**config.mk**
```make
export PLATFORM = sky130hd
export DESIGN_NAME = hp_bar_controller_flat
export DESIGN_NICKNAME = d
export VERILOG_FILES = /design/src/rtl/hp_bar_controller_if.sv /design/src/rtl/hp_bar_controller.sv /design/src/flat_wrapper.sv
export SDC_FILE = /design/constraint.sdc
export NUM_CORES = 1
export LEC_CHECK = 0
export ABC_AREA = 1
export CORE_MARGIN = 2
export CORE_UTILIZATION = 58
export DETAILED_ROUTE_END_ITERATION = 12
export GPL_ROUTABILITY_DRIVEN = 0
export PLACE_DENSITY_LB_ADDON = 0.15
export REMOVE_ABC_BUFFERS = 1
export SKIP_LAST_GASP = 1
export SLEW_MARGIN = 25
export SYNTH_ARGS = -nofsm -noshare
export SYNTH_HDL_FRONTEND = slang
export SYNTH_SLANG_ARGS = --single-unit
export TNS_END_PERCENT = 50
```
**constraint.sdc**
```tcl
create_clock -name Clk -period 4.8 [get_ports Clk]
set_input_delay 0.72 -clock Clk [delete_from_list [all_inputs] [get_ports Clk]]
set_output_delay 0.72 -clock Clk [all_outputs]
set_load 0.02 [all_outputs]
```
**src/rtl/hp_bar_controller_if.sv**
```systemverilog
// Scan/ROM bus for the HP bar sequencer.
//   DrawX, DrawY   : VGA scan position (driven by the video timing side)
//   rom_address    : read address into the HP sprite ROM
//   hp_pixel_valid : ROM data this cycle is an HP-bar pixel to draw
// master = the HP bar controller, slave = scan source / ROM / colour mapper.
interface hp_bar_controller_if;
  logic [9:0]  DrawX;
  logic [9:0]  DrawY;
  logic [14:0] rom_address;
  logic        hp_pixel_valid;

  modport master (
    input  DrawX,
    input  DrawY,
    output rom_address,
    output hp_pixel_valid
  );

  modport slave (
    output DrawX,
    output DrawY,
    input  rom_address,
    input  hp_pixel_valid
  );
endinterface

```
**src/rtl/hp_bar_controller.sv**
```systemverilog
// HP bar sequencer: owns lives, the post-hit invulnerability window, the blink
// effect and game-over, and turns the scan position into a sprite ROM address
// inside the 3072-word frame selected by the displayed lives count.
// Ports:
//   Clk, Reset      : clock, synchronous active-high reset
//   frame_tick      : one-cycle pulse at start of vertical blank
//   hit, restart    : one-cycle damage / restore-lives pulses
//   bus (master)    : DrawX/DrawY in, rom_address/hp_pixel_valid out
//   lives           : current lives count (0..5)
//   invuln          : invulnerability window open
//   game_over       : lives reached zero
module hp_bar_controller #(
  parameter logic [9:0]  HP_X0         = 10'd8,
  parameter logic [9:0]  HP_Y0         = 10'd8,
  parameter int unsigned SPR_W         = 96,
  parameter int unsigned SPR_H         = 32,
  parameter int unsigned INVULN_FRAMES = 120
) (
  input  logic                 Clk,
  input  logic                 Reset,
  input  logic                 frame_tick,
  input  logic                 hit,
  input  logic                 restart,
  hp_bar_controller_if.master  bus,
  output logic [2:0]           lives,
  output logic                 invuln,
  output logic                 game_over
);

  localparam int unsigned InvCntW    = $clog2(INVULN_FRAMES + 1);
  localparam logic [10:0] XLo        = {1'b0, HP_X0};
  localparam logic [10:0] XHi        = XLo + 11'(SPR_W);
  localparam logic [10:0] YLo        = {1'b0, HP_Y0};
  localparam logic [10:0] YHi        = YLo + 11'(SPR_H);
  localparam logic [14:0] FrameWords = 15'(SPR_W * SPR_H);
  localparam logic [14:0] SprW15     = 15'(SPR_W);
  localparam logic [2:0]  MaxLives   = 3'd5;

  typedef enum logic [1:0] {StAlive, StInvuln, StDead} state_e;

  state_e               state_q, state_d;
  logic [2:0]           lives_q, lives_d;
  logic [InvCntW-1:0]   inv_cnt_q, inv_cnt_d;
  logic [2:0]           shown_q, shown_d;
  logic                 blink_q, blink_d;
  logic [14:0]          addr_q, addr_d;
  logic [1:0]           vld_q;

  logic [10:0] x11, y11, dx, dy;
  logic        in_region;
  logic [2:0]  shown_eff;
  logic [14:0] base;

  // Life-state FSM and frame-synchronous display latch.
  always_comb begin
    state_d   = state_q;
    lives_d   = lives_q;
    inv_cnt_d = inv_cnt_q;
    shown_d   = shown_q;
    blink_d   = blink_q;

    // Display values only move on frame_tick so the bar never tears mid-frame.
    if (frame_tick) begin
      shown_d = lives_q;
      blink_d = (state_q == StInvuln) & inv_cnt_q[2];
    end

    case (state_q)
      StAlive: begin
        if (hit) begin
          lives_d = lives_q - 3'd1;
          if (lives_q == 3'd1) begin
            state_d = StDead;
          end else begin
            state_d   = StInvuln;
            inv_cnt_d = InvCntW'(INVULN_FRAMES);
          end
        end
      end
      StInvuln: begin
        if (frame_tick) begin
          if (inv_cnt_q == InvCntW'(1)) begin
            state_d   = StAlive;
            inv_cnt_d = '0;
          end else begin
            inv_cnt_d = inv_cnt_q - InvCntW'(1);
          end
        end
      end
      StDead: ;
      default: state_d = StAlive;
    endcase

    if (restart) begin
      state_d   = StAlive;
      lives_d   = MaxLives;
      inv_cnt_d = '0;
      shown_d   = MaxLives;
      blink_d   = 1'b0;
    end
  end

  // Address generation. restart forces the full-lives frame on the same edge.
  always_comb begin
    x11       = {1'b0, bus.DrawX};
    y11       = {1'b0, bus.DrawY};
    in_region = (x11 >= XLo) && (x11 < XHi) && (y11 >= YLo) && (y11 < YHi);
    dx        = x11 - XLo;
    dy        = y11 - YLo;
    shown_eff = restart ? MaxLives : shown_q;
    base      = 15'(MaxLives - shown_eff) * FrameWords;
    addr_d    = base;
    if (in_region) begin
      addr_d = base + 15'(dy) * SprW15 + 15'(dx);
    end
  end

  always_ff @(posedge Clk) begin
    if (Reset) begin
      state_q   <= StAlive;
      lives_q   <= MaxLives;
      inv_cnt_q <= '0;
      shown_q   <= MaxLives;
      blink_q   <= 1'b0;
      addr_q    <= '0;
      vld_q     <= '0;
    end else begin
      state_q   <= state_d;
      lives_q   <= lives_d;
      inv_cnt_q <= inv_cnt_d;
      shown_q   <= shown_d;
      blink_q   <= blink_d;
      addr_q    <= addr_d;
      // Stage 0 pairs the region hit with the blink state of the same pixel;
      // stage 1 lines it up with the ROM's registered data.
      vld_q     <= {vld_q[0], in_region & ~blink_q};
    end
  end

  assign bus.rom_address    = addr_q;
  assign bus.hp_pixel_valid = vld_q[1];
  assign lives              = lives_q;
  assign invuln             = (state_q == StInvuln);
  assign game_over          = (state_q == StDead);

endmodule
```
**src/flat_wrapper.sv**
```systemverilog
// flat-port wrapper written by rule: the top's interface ports become plain ports
module hp_bar_controller_flat 
#(
  parameter logic [9:0]  HP_X0         = 10'd8,
  parameter logic [9:0]  HP_Y0         = 10'd8,
  parameter int unsigned SPR_W         = 96,
  parameter int unsigned SPR_H         = 32,
  parameter int unsigned INVULN_FRAMES = 120
)
  (Clk, Reset, frame_tick, hit, restart, lives, invuln, game_over, bus_DrawX, bus_DrawY, bus_rom_address, bus_hp_pixel_valid);
  hp_bar_controller_if bus_i ();
  input  logic Clk;
  input  logic Reset;
  input  logic frame_tick;
  input  logic hit;
  input  logic restart;
  output logic [2:0] lives;
  output logic invuln;
  output logic game_over;
  input wire logic [$bits(bus_i.DrawX)-1:0] bus_DrawX;
  input wire logic [$bits(bus_i.DrawY)-1:0] bus_DrawY;
  output wire logic [$bits(bus_i.rom_address)-1:0] bus_rom_address;
  output wire logic [$bits(bus_i.hp_pixel_valid)-1:0] bus_hp_pixel_valid;
  assign bus_i.DrawX = bus_DrawX;
  assign bus_i.DrawY = bus_DrawY;
  assign bus_rom_address = bus_i.rom_address;
  assign bus_hp_pixel_valid = bus_i.hp_pixel_valid;
  hp_bar_controller #(.HP_X0(HP_X0), .HP_Y0(HP_Y0), .SPR_W(SPR_W), .SPR_H(SPR_H), .INVULN_FRAMES(INVULN_FRAMES)) u_core (.Clk(Clk), .Reset(Reset), .frame_tick(frame_tick), .hit(hit), .restart(restart), .bus(bus_i), .lives(lives), .invuln(invuln), .game_over(game_over));
endmodule
```
==> Word-level counts from Yosys, hierarchy flattened <==
Index checks and enable logic that the tools add are counted.
{ "totals": {"ramBits": 0, "register_bits": 33, "latchBits": 0, "romBits": 0, "mem_count": 0, "in_bits": 25, "output_inout_bits": 21} }
{ "classes": {"n_eq_ne": 8, "shift": 0, "reduce_logical": 10, "add_sub_neg": 7, "div": 0, "n_mux": 12, "magnitude_cmp": 4, "n_mul": 2, "n_bitwise": 5} }
{ "op_table": {"columns": ["op", "n"], "rows": [
  ["7-bit 2-to-1 mux", 4],
  ["10-bit by 4-bit subtractor with 11-bit output (second input constant)", 2],
  ["10-bit by 4-bit >= comparator with 1-bit output (second input constant)", 2],
  ["15-bit by 11-bit adder with 15-bit output", 1],
  ["15-bit adder", 1],
  ["15-bit by 2-bit multiplier with 5-bit output (second input constant)", 1],
  ["15-bit 2-to-1 mux", 1],
  ["7-bit case mux with 2 select lines", 1],
  ["11-bit by 2-bit multiplier with 10-bit output (second input constant)", 1],
  ["10-bit by 6-bit less-than comparator with 1-bit output (second input constant)", 1],
  ["10-bit by 7-bit less-than comparator with 1-bit output (second input constant)", 1],
  ["2-bit 2-to-1 mux", 4],
  ["4-bit AND reduction", 2],
  ["7-bit by 1-bit equality test with 1-bit output (second input constant)", 1],
  ["7-bit by 1-bit subtractor with 7-bit output (second input constant)", 1],
  ["2-bit != test (second input constant)", 3],
  ["2-bit case mux with 3 select lines", 1],
  ["2-bit OR reduction", 2],
  ["3-bit by 3-bit subtractor with 4-bit output (first input constant)", 1],
  ["3-bit by 1-bit equality test with 1-bit output (second input constant)", 1],
  ["1-bit logical AND", 3],
  ["3-bit 2-to-1 mux", 1],
  ["1-bit NOT", 3],
  ["3-bit by 1-bit subtractor with 3-bit output (second input constant)", 1],
  ["7 further kinds", 8]
]} }

==> Depth between registers and ports, before layout <==
{ "logic_depth": {"ltp_word": 6, "depth_mapped": 23, "mapped_depth_nobuf": 23} }

==> Worst setup path after synthesis <==
Ideal clock, no wire load.
{ "synth_path": {"path_kind": "input-to-reg", "startpoint": "in bus_DrawY[3]", "endpoint": "reg u_core.addr_q[14] (netlist: u_core.bus.rom_address[14])", "path_stages": 20, "required_time_ns": 4.691, "path_slack_ns": 1.383, "t_arrival_ns": 3.309, "cell_sequence": "inv_2 -> ha_1 -> inv_1 -> nand2_2 -> nand2_4 -> ha_1 -> a21oi_1 -> o21a_1 -> o21ai_1 -> a21oi_2 -> xnor2_1 -> ha_1 -> ha_1 -> nand2_1 -> o31ai_1 -> inv_1 -> nand2_1 -> nand3_1 -> nand2_1 -> inv_1"} }
{ "synth_between": {"elab_chain_len": 5} }
{ "synth_rtl": {"columns": ["item", "line_no", "source"], "rows": [
  ["from (decl)", "flat_wrapper.sv:21", "input wire logic [$bits(bus_i.DrawY)-1:0] bus_DrawY;"],
  ["10-bit by 4-bit subtractor with 11-bit output", "hp_bar_controller.sv:109", "dy = y11 - YLo;"],
  ["11-bit by 2-bit multiplier with 10-bit output", "hp_bar_controller.sv:114", "addr_d = base + 15'(dy) * SprW15 + 15'(dx);"],
  ["15-bit adder", "hp_bar_controller.sv:114", null],
  ["15-bit by 11-bit adder with 15-bit output", "hp_bar_controller.sv:114", null],
  ["15-bit 2-to-1 mux (*)", "hp_bar_controller.sv:113", "if (in_region) begin"],
  ["to (signal assigned)", "hp_bar_controller.sv:133", "addr_q <= addr_d;"],
  ["to (decl)", "hp_bar_controller.sv:46", "logic [14:0] addr_q, addr_d;"]
]} }
Every way passes the cells marked *; elsewhere a longest branch is shown, timed or not.
A chain may end at the register's enable or synchronous reset.

==> Worst setup path after layout <==
Ends and elaborated chain as after synthesis.

==> key figures <==
Synthesis
  • Sequential cell area fraction in the yosys report: 0.2499
  • Synth Instances: 366
  • Post-synth cell types: 39
  • Syn Std Cell Area: 2644 um2
  • YS warnings: 0
  • FF+latch count, synth: 33
  • Syn avg cell area: about 7.2 um2

Timing
  • Fmax: 241.4 MHz
  • Setup TNS: 0 ps
  • Min Tclk post-route: 4143 ps
  • Clk_skew: 6.165 ps
  • RSZ-0062 raised after global routing: false
  • Final count of hold timing violations: 0
  • Crit share post-route: 0.8632
  • Final Max Slew Viols: 0
  • Setup-failing EPs final: 0
  • Tightest Pin Transition: 560.6 ps
  • Max_slew headroom: 0.6249

Clock tree
  • CTS buffer count: 5
  • H-tree Lvls: 2
  • Sink Count: 33
  • Latest clock arrival within the worst-skew pair: approximately 280 ps
  • Hold_buf cts: 0
  • Clk slew on worst S/H paths: around 70 ps
  • Clk buf depth: 2
  • Post-CTS Resized: 0
  • Setup Fix Bufs, Post-CTS: 0
  • CTS tree: yes
  • Root Buffer: clkbuf_8

Floorplanning
  • Initial Util: 0.6030
  • Die Span Y: approximately 72 um
  • Core area: 4384 um2
  • I/O pin cnt: between 40 and 50
  • Row Count: 24
  • Die X: 71.52 um
  • DIE AREA: 5114 um2

GRT
  • Largest net degree at the start of global routing: 12
  • Gr ovfl total: 0
  • Initial antenna violation count: 0
  • First-pass GRT wire length: 9.867 mm
  • GRT Overall Usage: 0.2343
  • Vias in the first global route: about 2,300

Pwr
  • P_int: 584.8 uW
  • Pleak: 0.001557 uW
  • Sequential share of power: 0.327
  • PD cells: 270.1 nW/um2
  • Part of the power in the clock network: 0.306
  • Design Power: about 900 uW
  • Switch Pwr: 298.8 uW
  • Sw Share: 0.3382
  • Worst vdd ir: roughly 160 uV
  • Gate power share: 0.367

Hold path
  • Hold Path Depth: 1
  • HP Class: flop to flop
  • Hold wc startpoint: u_core.blink_q$_SDFFE_PP0P_

Setup path
  • Largest stage delay on the critical path: a little over 500 ps
  • CP Launch Point: bus_DrawY[3]
  • Critical-path top delay cell: clkdlybuf4s50_1
  • Worst setup SP type: primary input
  • Reg2reg start: u_core.shown_q[1]$_SDFFE_PP0P_
  • Critical Path Sink Type: flop
  • CP Class: primary input to flop
  • Crit path DAT: about 4300 ps
  • FF-to-FF path depth: 14
  • Worst-path maximum fanout: 8
  • CP most frequent cell: ha_1
  • Critical-path cell list: clkdlybuf4s50_1 > inv_2 > ha_1 > inv_1 > nand2_2 > nand2_4 > ha_1 > a21oi_1 > o21a_1 > o21ai_1 > a21oi_2 > xnor2_1 > ha_1 > ha_1 > nand2_1 > o31ai_1 > inv_1 > nand2_1 > nand3_1 > nand2_1 > inv_1
  • Worst Path Required: 4990 ps

Finish
  • # diodes: 0
  • Final instance area: between 3000 and 4000 um2
  • NumNets Final: 478
  • Area Growth Syn to Fin: 23.71%
  • Utilization after layout: 0.7460
  • Layout cells sized above 1: 0.08134

Status
  • Status: completed

Place
  • Placed wire-length estimate: 4.552 mm
  • IO buf count: 45
  • Dpl cell area: between 3000 and 4000 um2

Drt
  • Total wire length: roughly 5.5 mm
  • DRC: 0
  • Post-route ant nets: 0
  • Drt pass-1 iters: 5
  • DR vias: ~2,500
  • Iter 0 DRT Violations: 138
  • Via density: 5.264
  • DR WL/cell: 11.77 um

Run
  • Max Cap Viol: 0
## cell usage in the layout (no fill, tap or decap), types with 5 or more instances in the layout
master / count
nor3_1: 7
clkbuf_8: 6
nor2_1: 36
a21oi_1: 26
inv_1: 66
nand2_1: 58
inv_2: 5
clkdlybuf4s50_1: 45
xnor2_1: 5
dfxtp_1: 33
xor2_1: 12
nand3_1: 19
o21ai_0: 13
ha_1: 33
## cell families after synthesis
family,after synthesis,synth area share
compound gates,61,0.1349
xor+xnor,19,0.06862
fa+ha+maj,36,0.1789
buf+inv,72,0.1027
flops,33,0.2499
simple gates,145,0.2650
## state kept, by name (all words and copies together) (netlist names)
register and flops:
u_core.blink_q 1, u_core.bus.rom_address 15, u_core.inv_cnt_q 7, u_core.lives 3, u_core.shown_q 3, u_core.state_q 2
u_core.vld_q 2
## worst paths after layout
check / slack (ps) / to
max: 660 / u_core.bus.rom_address[14]$_SDFF_PP0_
min: 410 / u_core.vld_q[0]$_SDFF_PP0_
max reg2reg: 2040 / u_core.bus.rom_address[14]$_SDFF_PP0_
min reg2reg: 410 / u_core.vld_q[0]$_SDFF_PP0_
## worst max-delay path, delay by kind of cell
family | cells | cell delay [ps]
buf+inv | 5 | 890
fa+ha+maj | 4 | 1200
xor+xnor | 1 | 130
compound gates | 5 | 920
simple gates | 6 | 450
## synth_stat cells, drive strengths merged
cell type | count | area, um2
a31oi | 2 | 12.51
a211oi | 2 | 15.01
or2 | 1 | 6.260
nand3 | 22 | 140.1
buf | 1 | 5.000
fa | 3 | 60.06
nor3 | 8 | 51.30
o21a | 2 | 15.01
nand2 | 64 | 265.3
nor2 | 41 | 171.4
nor3b | 2 | 20.02
o211ai | 2 | 15.01
dfxtp | 33 | 660.6
nand3b | 2 | 15.01
o22ai | 4 | 25.02
o311ai | 1 | 8.760
a21oi | 27 | 138.9
o31ai | 1 | 7.510
xor2 | 14 | 137.6
xnor2 | 5 | 43.79
inv | 71 | 266.5
o21ai | 17 | 92.59
a221oi | 3 | 26.28
ha | 33 | 412.9
nor4 | 1 | 6.260
nand4 | 4 | 25.02
## power groups by stage
stage | Sequential (uW) | Clock [uW] | Combinational, uW
6_report | 289 | 270 | 324
5_1_grt | 289 | 290 | 369
2_1_floorplan | 296 | 0 | 239
3_3_place_gp | 294 | 0 | 311
3_5_place_dp | 295 | 0 | 320
4_1_cts | 288 | 274 | 323
## area by class of cell
| type | count | area [um2] |
|---|---|---|
| clock buffers | 7 | 86.33 |
| well taps | 52 | 65.06 |
| multi-input cells | 261 | 1712 |
| flip-flops and latches | 33 | 660.6 |
| fillers | 338 | 1114 |
| clock inverters | 1 | 30.03 |
| repair buffers | 45 | 450.4 |
| inverters | 71 | 266.5 |
## metal layers
metal | vias to the layer above | share of wire | track usage
li1 | 1296 | - | -
met1 | 1102 | 0.47 | 0.3100
met2 | 70 | 0.46 | 0.3765
met3 | 6 | 0.066 | 0.06470
met4 | 0 | 0.0067 | 0.06499
met5 | - | 0 | 0
## metrics by stage
step | setup WS (ps) | hold WS (ps) | cells
5_1_grt | 397.6 | 435.5 | 470
3_3_place_gp | 584.8 | 395.6 | 462
2_1_floorplan | 1383 | 387.1 | 365
4_1_cts | 672.5 | 411.8 | 470
3_5_place_dp | 390.2 | 394.9 | 462
6_report | 656.8 | 412.5 | 470
No activity file was read; power rests on OpenSTA's default activity.
